## src/rtl/decode_stage_hs_pkg.sv

```systemverilog
// decode_stage_hs_pkg: opcodes, reset constants and instruction format enum shared by the decode stage
package decode_stage_hs_pkg;
    localparam logic [6:0] OP_LUI    = 7'b0110111;
    localparam logic [6:0] OP_AUIPC  = 7'b0010111;
    localparam logic [6:0] OP_JAL    = 7'b1101111;
    localparam logic [6:0] OP_JALR   = 7'b1100111;
    localparam logic [6:0] OP_BRANCH = 7'b1100011;
    localparam logic [6:0] OP_LOAD   = 7'b0000011;
    localparam logic [6:0] OP_STORE  = 7'b0100011;
    localparam logic [6:0] OP_IMM    = 7'b0010011;
    localparam logic [6:0] OP_OP     = 7'b0110011;
    localparam logic [6:0] OP_FENCE  = 7'b0001111;
    localparam logic [6:0] OP_SYSTEM = 7'b1110011;
    localparam logic [31:0] INSN_NOP       = 32'h0000_0013;
    localparam logic [31:0] IMEM_BASE_ADDR = 32'h0000_1000;
    typedef enum logic [2:0] {FMT_R, FMT_I, FMT_S, FMT_B, FMT_U, FMT_J, FMT_NONE} fmt_e;
endpackage

```

## src/rtl/decode_imm_gen.sv

```systemverilog
// decode_imm_gen: opcode to format/illegal classification and sign-extended immediate
module decode_imm_gen
    import decode_stage_hs_pkg::*;
#(
    parameter int DWIDTH = 32
) (
    input  logic [DWIDTH-1:0] insn_i,
    output logic [2:0]        fmt_o,
    output logic              illegal_o,
    output logic [DWIDTH-1:0] imm_o
);
    logic [31:0] w;
    logic [31:0] imm;
    fmt_e        fmt;
    assign w = insn_i[31:0];
    always_comb begin
        case (w[6:0])
            OP_LUI, OP_AUIPC:                           fmt = FMT_U;
            OP_JAL:                                     fmt = FMT_J;
            OP_JALR, OP_LOAD, OP_IMM, OP_SYSTEM, OP_FENCE: fmt = FMT_I;
            OP_STORE:                                   fmt = FMT_S;
            OP_BRANCH:                                  fmt = FMT_B;
            OP_OP:                                      fmt = FMT_R;
            default:                                    fmt = FMT_NONE;
        endcase
        case (fmt)
            FMT_I:   imm = {{20{w[31]}}, w[31:20]};
            FMT_S:   imm = {{20{w[31]}}, w[31:25], w[11:7]};
            FMT_B:   imm = {{19{w[31]}}, w[31], w[7], w[30:25], w[11:8], 1'b0};
            FMT_U:   imm = {w[31:12], 12'b0};
            FMT_J:   imm = {{11{w[31]}}, w[31], w[19:12], w[20], w[30:21], 1'b0};
            default: imm = '0;
        endcase
    end
    assign fmt_o     = fmt;
    assign illegal_o = fmt == FMT_NONE;
    assign imm_o     = DWIDTH'(imm);
endmodule

```

## src/rtl/decode_stage_hs.sv

```systemverilog
// decode_stage_hs: handshaked decode stage with 2-entry skid buffer, flush and format decode
module decode_stage_hs
    import decode_stage_hs_pkg::*;
#(
    parameter int                 DWIDTH   = 32,
    parameter int                 AWIDTH   = 32,
    parameter logic [AWIDTH-1:0]  RESET_PC = AWIDTH'(IMEM_BASE_ADDR),
    parameter bit                 SKID_EN  = 1'b1
) (
    input  logic              clk,
    input  logic              rst,
    input  logic              in_valid_i,
    output logic              in_ready_o,
    input  logic [DWIDTH-1:0] insn_i,
    input  logic [AWIDTH-1:0] pc_i,
    input  logic              flush_i,
    output logic              out_valid_o,
    input  logic              out_ready_i,
    output logic [AWIDTH-1:0] pc_o,
    output logic [DWIDTH-1:0] insn_o,
    output logic [6:0]        opcode_o,
    output logic [4:0]        rd_o,
    output logic [2:0]        funct3_o,
    output logic [4:0]        rs1_o,
    output logic [4:0]        rs2_o,
    output logic [4:0]        shamt_o,
    output logic [6:0]        funct7_o,
    output logic [DWIDTH-1:0] imm_o,
    output logic [2:0]        fmt_o,
    output logic              illegal_o
);
    logic              head_valid_q, head_valid_d, skid_valid_q, skid_valid_d;
    logic [DWIDTH-1:0] head_insn_q, head_insn_d, skid_insn_q, skid_insn_d;
    logic [AWIDTH-1:0] head_pc_q, head_pc_d, skid_pc_q, skid_pc_d;
    logic              accept, consume;
    // with the skid buffer, ready depends only on state so backpressure stays registered
    assign in_ready_o = SKID_EN ? ~skid_valid_q : (~head_valid_q | out_ready_i);
    assign accept     = in_valid_i & in_ready_o;
    assign consume    = head_valid_q & out_ready_i;
    always_comb begin
        head_valid_d = head_valid_q;
        head_insn_d  = head_insn_q;
        head_pc_d    = head_pc_q;
        skid_valid_d = skid_valid_q;
        skid_insn_d  = skid_insn_q;
        skid_pc_d    = skid_pc_q;
        if (flush_i) begin
            head_valid_d = 1'b0;
            skid_valid_d = 1'b0;
        end else if (skid_valid_q) begin
            if (consume) begin
                head_insn_d  = skid_insn_q;
                head_pc_d    = skid_pc_q;
                skid_valid_d = 1'b0;
            end
        end else if (!head_valid_q || consume) begin
            head_valid_d = accept;
            if (accept) begin
                head_insn_d = insn_i;
                head_pc_d   = pc_i;
            end
        end else if (accept) begin
            skid_valid_d = 1'b1;
            skid_insn_d  = insn_i;
            skid_pc_d    = pc_i;
        end
    end
    always_ff @(posedge clk) begin
        if (!rst) begin
            head_valid_q <= 1'b0;
            head_insn_q  <= DWIDTH'(INSN_NOP);
            head_pc_q    <= RESET_PC;
            skid_valid_q <= 1'b0;
            skid_insn_q  <= DWIDTH'(INSN_NOP);
            skid_pc_q    <= RESET_PC;
        end else begin
            head_valid_q <= head_valid_d;
            head_insn_q  <= head_insn_d;
            head_pc_q    <= head_pc_d;
            skid_valid_q <= skid_valid_d;
            skid_insn_q  <= skid_insn_d;
            skid_pc_q    <= skid_pc_d;
        end
    end
    assign out_valid_o = head_valid_q;
    assign pc_o        = head_pc_q;
    assign insn_o      = head_insn_q;
    assign opcode_o    = head_insn_q[6:0];
    assign rd_o        = head_insn_q[11:7];
    assign funct3_o    = head_insn_q[14:12];
    assign rs1_o       = head_insn_q[19:15];
    assign rs2_o       = head_insn_q[24:20];
    assign shamt_o     = head_insn_q[24:20];
    assign funct7_o    = head_insn_q[31:25];
    decode_imm_gen #(.DWIDTH(DWIDTH)) u_imm_gen (
        .insn_i    (head_insn_q),
        .fmt_o     (fmt_o),
        .illegal_o (illegal_o),
        .imm_o     (imm_o)
    );
endmodule

```

## config.mk

```make
export PLATFORM = sky130hd
export DESIGN_NAME = decode_stage_hs
export DESIGN_NICKNAME = d
export VERILOG_FILES = /design/src/rtl/decode_stage_hs_pkg.sv /design/src/rtl/decode_imm_gen.sv /design/src/rtl/decode_stage_hs.sv
export SDC_FILE = /design/constraint.sdc
export NUM_CORES = 1
export LEC_CHECK = 0
export CORE_ASPECT_RATIO = 0.75
export CORE_UTILIZATION = 48
export DETAILED_ROUTE_END_ITERATION = 6
export HOLD_SLACK_MARGIN = 0.1
export PLACE_DENSITY = 0.84
export SKIP_LAST_GASP = 1
export SLEW_MARGIN = 20
export SYNTH_ARGS = -nofsm -noshare
export SYNTH_HDL_FRONTEND = slang
export SYNTH_HIERARCHICAL = 1
export SYNTH_SLANG_ARGS = --single-unit
export TNS_END_PERCENT = 20
```

## constraint.sdc

```tcl
create_clock -name clk -period 2.19 [get_ports clk]
set_clock_uncertainty 0.15 [all_clocks]
set_input_delay 0.219 -clock clk [delete_from_list [all_inputs] [get_ports clk]]
set_output_delay 0.219 -clock clk [all_outputs]
set_load 0.005 [all_outputs]
```

==> results of run 1 <==
[layout make-up]
| class | count | area [sq um] |
|---|---|---|
| clock buffer | 21 | 470.5 |
| clock inverter | 11 | 103.9 |
| multi-input combinational | 564 | 3810 |
| fill | 1096 | 4103 |
| timing repair buffer | 264 | 2561 |
| inverter | 6 | 22.52 |
| tap | 195 | 244.0 |
| sequential | 130 | 2620 |
[stage by stage]
stage	utilization, %	setup TNS, ps	setup slack, ps
global route	70.56	-7442	-309.4
detailed placement	65.39	-274.6	-61.22
global placement	65.39	-9.272	-9.272
finish	70.56	-4687	-232.3
CTS	70.32	-5941	-273.8
floorplan	-	0	430.1
[state kept, by name (all words and copies together) (netlist names)]
signal	count
pc_o	32
skid_pc_q	32
insn_o	32
skid_insn_q	32
skid_valid_q	1
out_valid_o	1
[cells in the final DEF (no fill, tap or decap), types with 3 or more instances in the layout]
cell,Yosys,routed
mux2_2,64,64
clkinvlp_4,0,3
dfxtp_4,0,4
clkbuf_2,0,5
dlygate4sd2_1,0,14
clkdlybuf4s50_1,0,175
buf_6,9,7
mux2i_1,128,128
buf_4,48,42
nand2b_1,8,7
a21oi_1,7,7
inv_1,6,6
clkbuf_8,0,3
a21o_1,8,8
buf_2,11,8
o21ai_1,10,11
nor2b_1,16,16
dfxtp_1,130,124
clkbuf_16,0,17
nand2_1,271,269
nor2_1,5,3
o21ai_0,12,9
clkinv_4,0,3
buf_12,0,7
nand3_1,5,3
[repair_timing]
item | in CTS | in global routing
endpoints found under the setup margin | 36 | 36
pin swaps | 6 | 4
setup buffers | 8 | 2
cloned | 1 | 0
endpoints found under the hold margin | 19 | 0
hold buffers | 1 | 0
resized for setup | 75 | 29
[per-layer routing]
metal,track usage [%],wire [um],vias up,share of wire [%]
met5,0,9,-,0.051
met4,5.901,109,2,0.62
met3,5.676,1041,11,6.0
met2,38.86,8130,165,47
met1,30.00,8189,2819,47
li1,-,-,2988,-
[power groups by stage]
stage	Sequential (mW)	Clock [mW]	Combinational, mW
after global routing	2.52	2.89	1.14
after global placement	2.56	0	1.00
after detailed placement	2.56	0	1.02
after CTS	2.51	2.79	1.04
final	2.51	2.74	1.05
after floorplan	2.55	0	0.519
[synthesized netlist by cell type (8+ instances only)]
cell type	n	area, sq um
a21o_1	8	60.06
buf_2	11	55.05
buf_4	48	360.4
buf_6	9	101.4
clkbuf_1	24	90.09
dfxtp_1	130	2603
mux2_2	64	720.7
mux2i_1	128	1281
nand2_1	271	1017
nand2b_1	8	50.05
nor2b_1	16	100.1
o21ai_0	12	60.06
o21ai_1	10	50.05
[cells by family (layout without fill, tap and decap cells)]
| logic type | count (synthesis) | count (layout) |
|---|---|---|
| flops | 130 | 130 |
| compound gates | 53 | 53 |
| fa+ha+maj | 1 | 1 |
| buf+inv | 103 | 302 |
| xor+xnor | 1 | 1 |
| simple gates | 317 | 317 |
| mux | 192 | 192 |
[worst paths after layout]
check	to	cells after the start	slack, ps
min	skid_pc_q[21]	3	250
max reg2reg	insn_o[27]	4	340
min reg2reg	skid_insn_q[9]	2	310
max	fmt_o[0]	7	-230
[critical path, delay by kind of cell (launching register included)]
family	cells	cell delay, ps
DFF	1	360
buffers and inverters	4	830
and+or+nand+nor	3	450
==> metrics.cfg, run 1 <==
[timing]
hold_viol = 0
max_freq_mhz = 412.8
rsz0062_at_grt = yes
slew-limit-headroom_pct = 72.66
drv_slew = 0
worst_pin_slew_ps = 410.0
finalWorstSetupSlack_ps = -232.3
finalCritPeriodShare_pct = 110.6
hold_slack_ps = 248.7
finalSetupViolCount = 31
period_minus_slack_ps = 2422

[floorplan]
core_area_sq_um = 13930
die_area_sq_um = 15020
start_util_pct = 50.04
die-width_um = 141.2
fp.dieH_um = 106.4
boundaryPins = 208
rows = 37

[yosys]
synth_cell_type_count = 46
syn-cell-area_sq_um = 6973
async_flop_share_pct = 0
synth-edff-count = 0
synth_fa_ha_area_share_pct = 0.1615
synth_top_family_by_area = multiplexers
synthMuxAreaShare_pct = 28.71
yosysWarningCount = 6
synth_fp_nets = 866
synthSimpleGateAreaFrac_pct = 18.72
synth_cells = 797
syn_avg_cell_area_sq_um = 8.749
yosysSeqAreaShare_pct = 37.32
synth_compound_area_share_pct = 5.670
ys_seq_elements = 130
synth_xor_area_share_pct = 0.1256
synthFlopType = dfxtp_1

[routing]
drcViolationCount = 0
antenna_left = 0
num_vias = 5985
via_per_inst = 5.025
drt-initial-drc-count = 317
routedWlPerCell_um = 14.68
routed_wl_mm = 17.48
dr.pass1.iters = 4

[power]
clkPwrFrac_pct = 43.5
p_comb_share_pct = 16.7
peakVddDrop_v = 0.0005303
p_leak_nw = 4.133
powerDensity_nw_per_um2 = 640.8
total_power_mw = 6.300
seqPwrFrac_pct = 39.8
p_switching_mw = 1.585
netSwitchingFraction_pct = 25.15
p_int_mw = 4.715

[clocking]
clk_pin_slew_ps = 60
clock_latency_ps = 400
htree_levels = 4
clock_path_buffers = 2
cts_tree = built
root_buffer = clkbuf_16
cts_made_buffers = 17
clock-sinks = 130

[cells_and_area]
fin_cells = 1191
nets = 1052
antenna_cells = 0
fin_area_sq_um = 9832
syn2layout_area_growth_pct = 41.00
drive_above_1_share_pct = 19.78

[job]
max-cap-violations = 0

[worst_hold_path]
hp-start = pc_i[21]
holdCritPathClass = in -> reg

[status]
status = finished, violations left
violations = negative setup slack

[placed_design]
io_buffers = 207
dp_cells = 1147
globalplace.congestion = 0.8954
dpl-instance-area_sq_um = 9111
hpwlAfterDp_mm = 11.87

[critical_path]
cp_max_fo = 7
end_kind = output port
worstPathCellList = or2_4 > buf_4 > nand2_4 > nand3_4 > buf_4 > inv_1 > clkdlybuf4s50_1
cp.required_ps = 1820
critical_path_class = reg -> out
regToRegStartpoint = skid_valid_q
path_common_cell = buf_4
cpPeakStageDelay_ps = 490
critPathArrivalTime_ps = 2050
critical-path-slowest-cell = clkdlybuf4s50_1
critPathLaunch = insn_o[2]
cp-start-kind = flip-flop

[global_route]
antenna_found_initial = 1
gr-total-overflow = 0
track_usage_pct = 23.27
grt_pass1_vias = 5653
grt_max_degree = 99
grt_first_pass_wirelength_mm = 27.98

Note: power is estimated with default switching activity, not from simulation.
==> run 2, diff against run 1 <==
CTS_CLUSTER_DIAMETER = 80   (was default)
==> results of run 2 <==
Final layout, timing and power as in run 1 (identical DEF).
==> run 3, diff against run 2 <==
TNS_END_PERCENT = 100   (was 20)
==> run 3 against run 2 <==
Compared with the run above:
- the flow still finishes with violations (negative setup slack)
- first-iteration DRC count grew 15%
- largest cell class unchanged
- critical path type unchanged
- global-route usage grew 0.19 points
- register-to-register slack is essentially flat
- highest routed layer unchanged
- fmax grew 0.41%
- via count grew 0.82%
- sequential power is essentially flat
- die area is the same
- routed wire length grew 3.0%
- core utilization grew 0.21 points
==> metrics.cfg, run 3 (synthesized netlist as in run 1, its figures left out) <==
[clocking]
clk_pin_slew_ps = 60  ; about the same
htree_levels = 4  ; unchanged
clock-sinks = 130  ; unchanged
root_buffer = clkbuf_16
clock_path_buffers = 2  ; unchanged
clock_latency_ps = 400  ; about the same
cts_made_buffers = 17  ; unchanged
cts_tree = built

[critical_path]
r2r_slack_ps = 340  ; about the same
rr_endpoint = insn_o[27]
cp.required_ps = 1820  ; about the same
critPathArrivalTime_ps = 2040  ; about the same
regToRegStartpoint = skid_valid_q
reg2reg_depth = 4  ; unchanged
critical_path_class = reg -> out
critPathLaunch = insn_o[3]
cp-start-kind = flip-flop
cp_max_fo = 7  ; unchanged
end_kind = output port

[power]
powerDensity_nw_per_um2 = 641.3  ; about the same
peakVddDrop_v = 0.0005325  ; +0.42%
seqPwrFrac_pct = 39.7  ; about the same
clkPwrFrac_pct = 43.4  ; about the same
p_int_mw = 4.714  ; about the same
p_switching_mw = 1.610  ; +1.6%
p_leak_nw = 4.141  ; +0.18%
p_comb_share_pct = 16.9  ; +0.2 points
netSwitchingFraction_pct = 25.46  ; +0.30 points

[global_route]
grt_pass1_vias = 5697  ; +0.78%
track_usage_pct = 23.46  ; +0.19 points
grt_first_pass_wirelength_mm = 28.17  ; +0.69%
antenna_found_initial = 1  ; unchanged
grt_max_degree = 99  ; unchanged
gr-total-overflow = 0  ; unchanged

[floorplan]
core_area_sq_um = 13930  ; unchanged
die_area_sq_um = 15020  ; unchanged
boundaryPins = 208  ; unchanged
start_util_pct = 50.04  ; unchanged
die-width_um = 141.2  ; unchanged
rows = 37  ; unchanged
fp.dieH_um = 106.4  ; unchanged

[timing]
setup_tns_ps = -2523  ; +2164 ps
finalWorstSetupSlack_ps = -222.4  ; +9.828 ps
max_freq_mhz = 414.5  ; +0.41%
slew-limit-headroom_pct = 71.69  ; -0.97 points
drv_slew = 0  ; unchanged
worst_pin_slew_ps = 424.2  ; +14.12 ps
rsz0062_at_grt = yes
hold_viol = 0  ; unchanged
period_minus_slack_ps = 2412  ; -9.828 ps
finalCritPeriodShare_pct = 110.2  ; -0.45 points
finalSetupViolCount = 26  ; -16%

[job]
max-cap-violations = 0  ; unchanged

[placed_design]
io_buffers = 207  ; unchanged
hpwlAfterDp_mm = 11.87  ; unchanged
dpl-instance-area_sq_um = 9111  ; unchanged
globalplace.congestion = 0.8954  ; unchanged

[routing]
drt-initial-drc-count = 366  ; +15%
routedWlPerCell_um = 15.02  ; +2.3%
via_per_inst = 5.033  ; +0.15%
antenna_left = 0  ; unchanged
drcViolationCount = 0  ; unchanged
num_vias = 6034  ; +0.82%
routed_wl_mm = 18.01  ; +3.0%
dr.pass1.iters = 7  ; +3

[worst_hold_path]
hold_depth = 3  ; unchanged
hp-start = pc_i[21]
whs_endpoint = skid_pc_q[21]
holdCritPathClass = in -> reg

[cells_and_area]
final_common_cell = nand2_1
syn2layout_area_growth_pct = 41.41
final_cell_mix = nand2_1 (261), clkdlybuf4s50_1 (170), mux2i_1 (128)
nets = 1060  ; +0.76%
drive_above_1_share_pct = 23.51  ; +3.7 points
fin_area_sq_um = 9861  ; +0.29%
antenna_cells = 0  ; unchanged

[status]
violations = negative setup slack
status = finished, violations left

run 3: cell count changes in the layout (fill, tap and decap cells not counted), sizes merged:
cell / before / now
clkdlybuf4s50: 175 / 170
dlygate4sd2: 14 / 7
dlymetal6s2s: 2 / 0
bufbuf: 1 / 0
clkdlybuf4s15: 2 / 0
clkbuf: 26 / 29
buf: 64 / 86
run 3: worst max-delay path by stage:
stage / endpoint / slack, ps / depth (start not counted)
after floorplan: imm_o[12] / 430 / 5
after global placement: imm_o[31] / -9 / 6
after detailed placement: imm_o[16] / -60 / 5
after CTS: imm_o[12] / -270 / 8
after global routing: imm_o[12] / -290 / 8
final: imm_o[12] / -220 / 8
run 3: cell type report:
cell class / count / area [sq um]
Clock buffer: 21 / 470.5
Clock inverter: 11 / 103.9
Fill cell: 1081 / 4074
Inverter: 6 / 22.52
Multi-Input combinational cell: 564 / 3864
Sequential cell: 130 / 2623
Tap cell: 195 / 244.0
Timing Repair Buffer: 272 / 2534
run 3: power by group through the flow:
stage / Clock [mW] / Sequential, mW / Combinational [mW]
after global routing: 2.89 / 2.52 / 1.16
after global placement: 0 / 2.56 / 1.00
after CTS: 2.79 / 2.51 / 1.05
after detailed placement: 0 / 2.56 / 1.02
final: 2.74 / 2.51 / 1.07
after floorplan: 0 / 2.55 / 0.519
run 3: metrics by stage:
stage	util, %	setup WS (ps)	total power, mW	hold slack [ps]	instances
after floorplan	-	430.1	3.068	179.5	797
after global placement	65.39	-9.272	3.559	289.6	1147
after detailed placement	65.39	-61.22	3.576	295.7	1147
after CTS	70.41	-273.8	6.341	231.6	1194
after global routing	70.76	-285.0	6.567	256.3	1199
final	70.76	-222.4	6.324	248.1	1199
run 3: worst max-delay path, cell delays in order, from the launching register on:
cell,delay [ps]
dfxtp_4,370
or2_4,260
a2111o_1,400
o41ai_4,60
buf_4,190
buf_6,100
buf_6,90
a21o_1,70
buf_2,100
run 3: layer usage:
metal	track usage (%)	part of all wire (%)	wire length, um
met3	5.405	5.5	982
met5	0	0.050	9
met1	30.33	47	8387
met4	5.901	0.62	112
met2	39.32	47	8515
run 3: what timing repair did:
action	CTS	global route
endpoints found under the setup margin	36	36
gates resized for setup	127	46
gates cloned	1	0
setup buffers	13	7
hold buffers	1	0
hold endpoints to repair	19	0
pin swaps	7	11
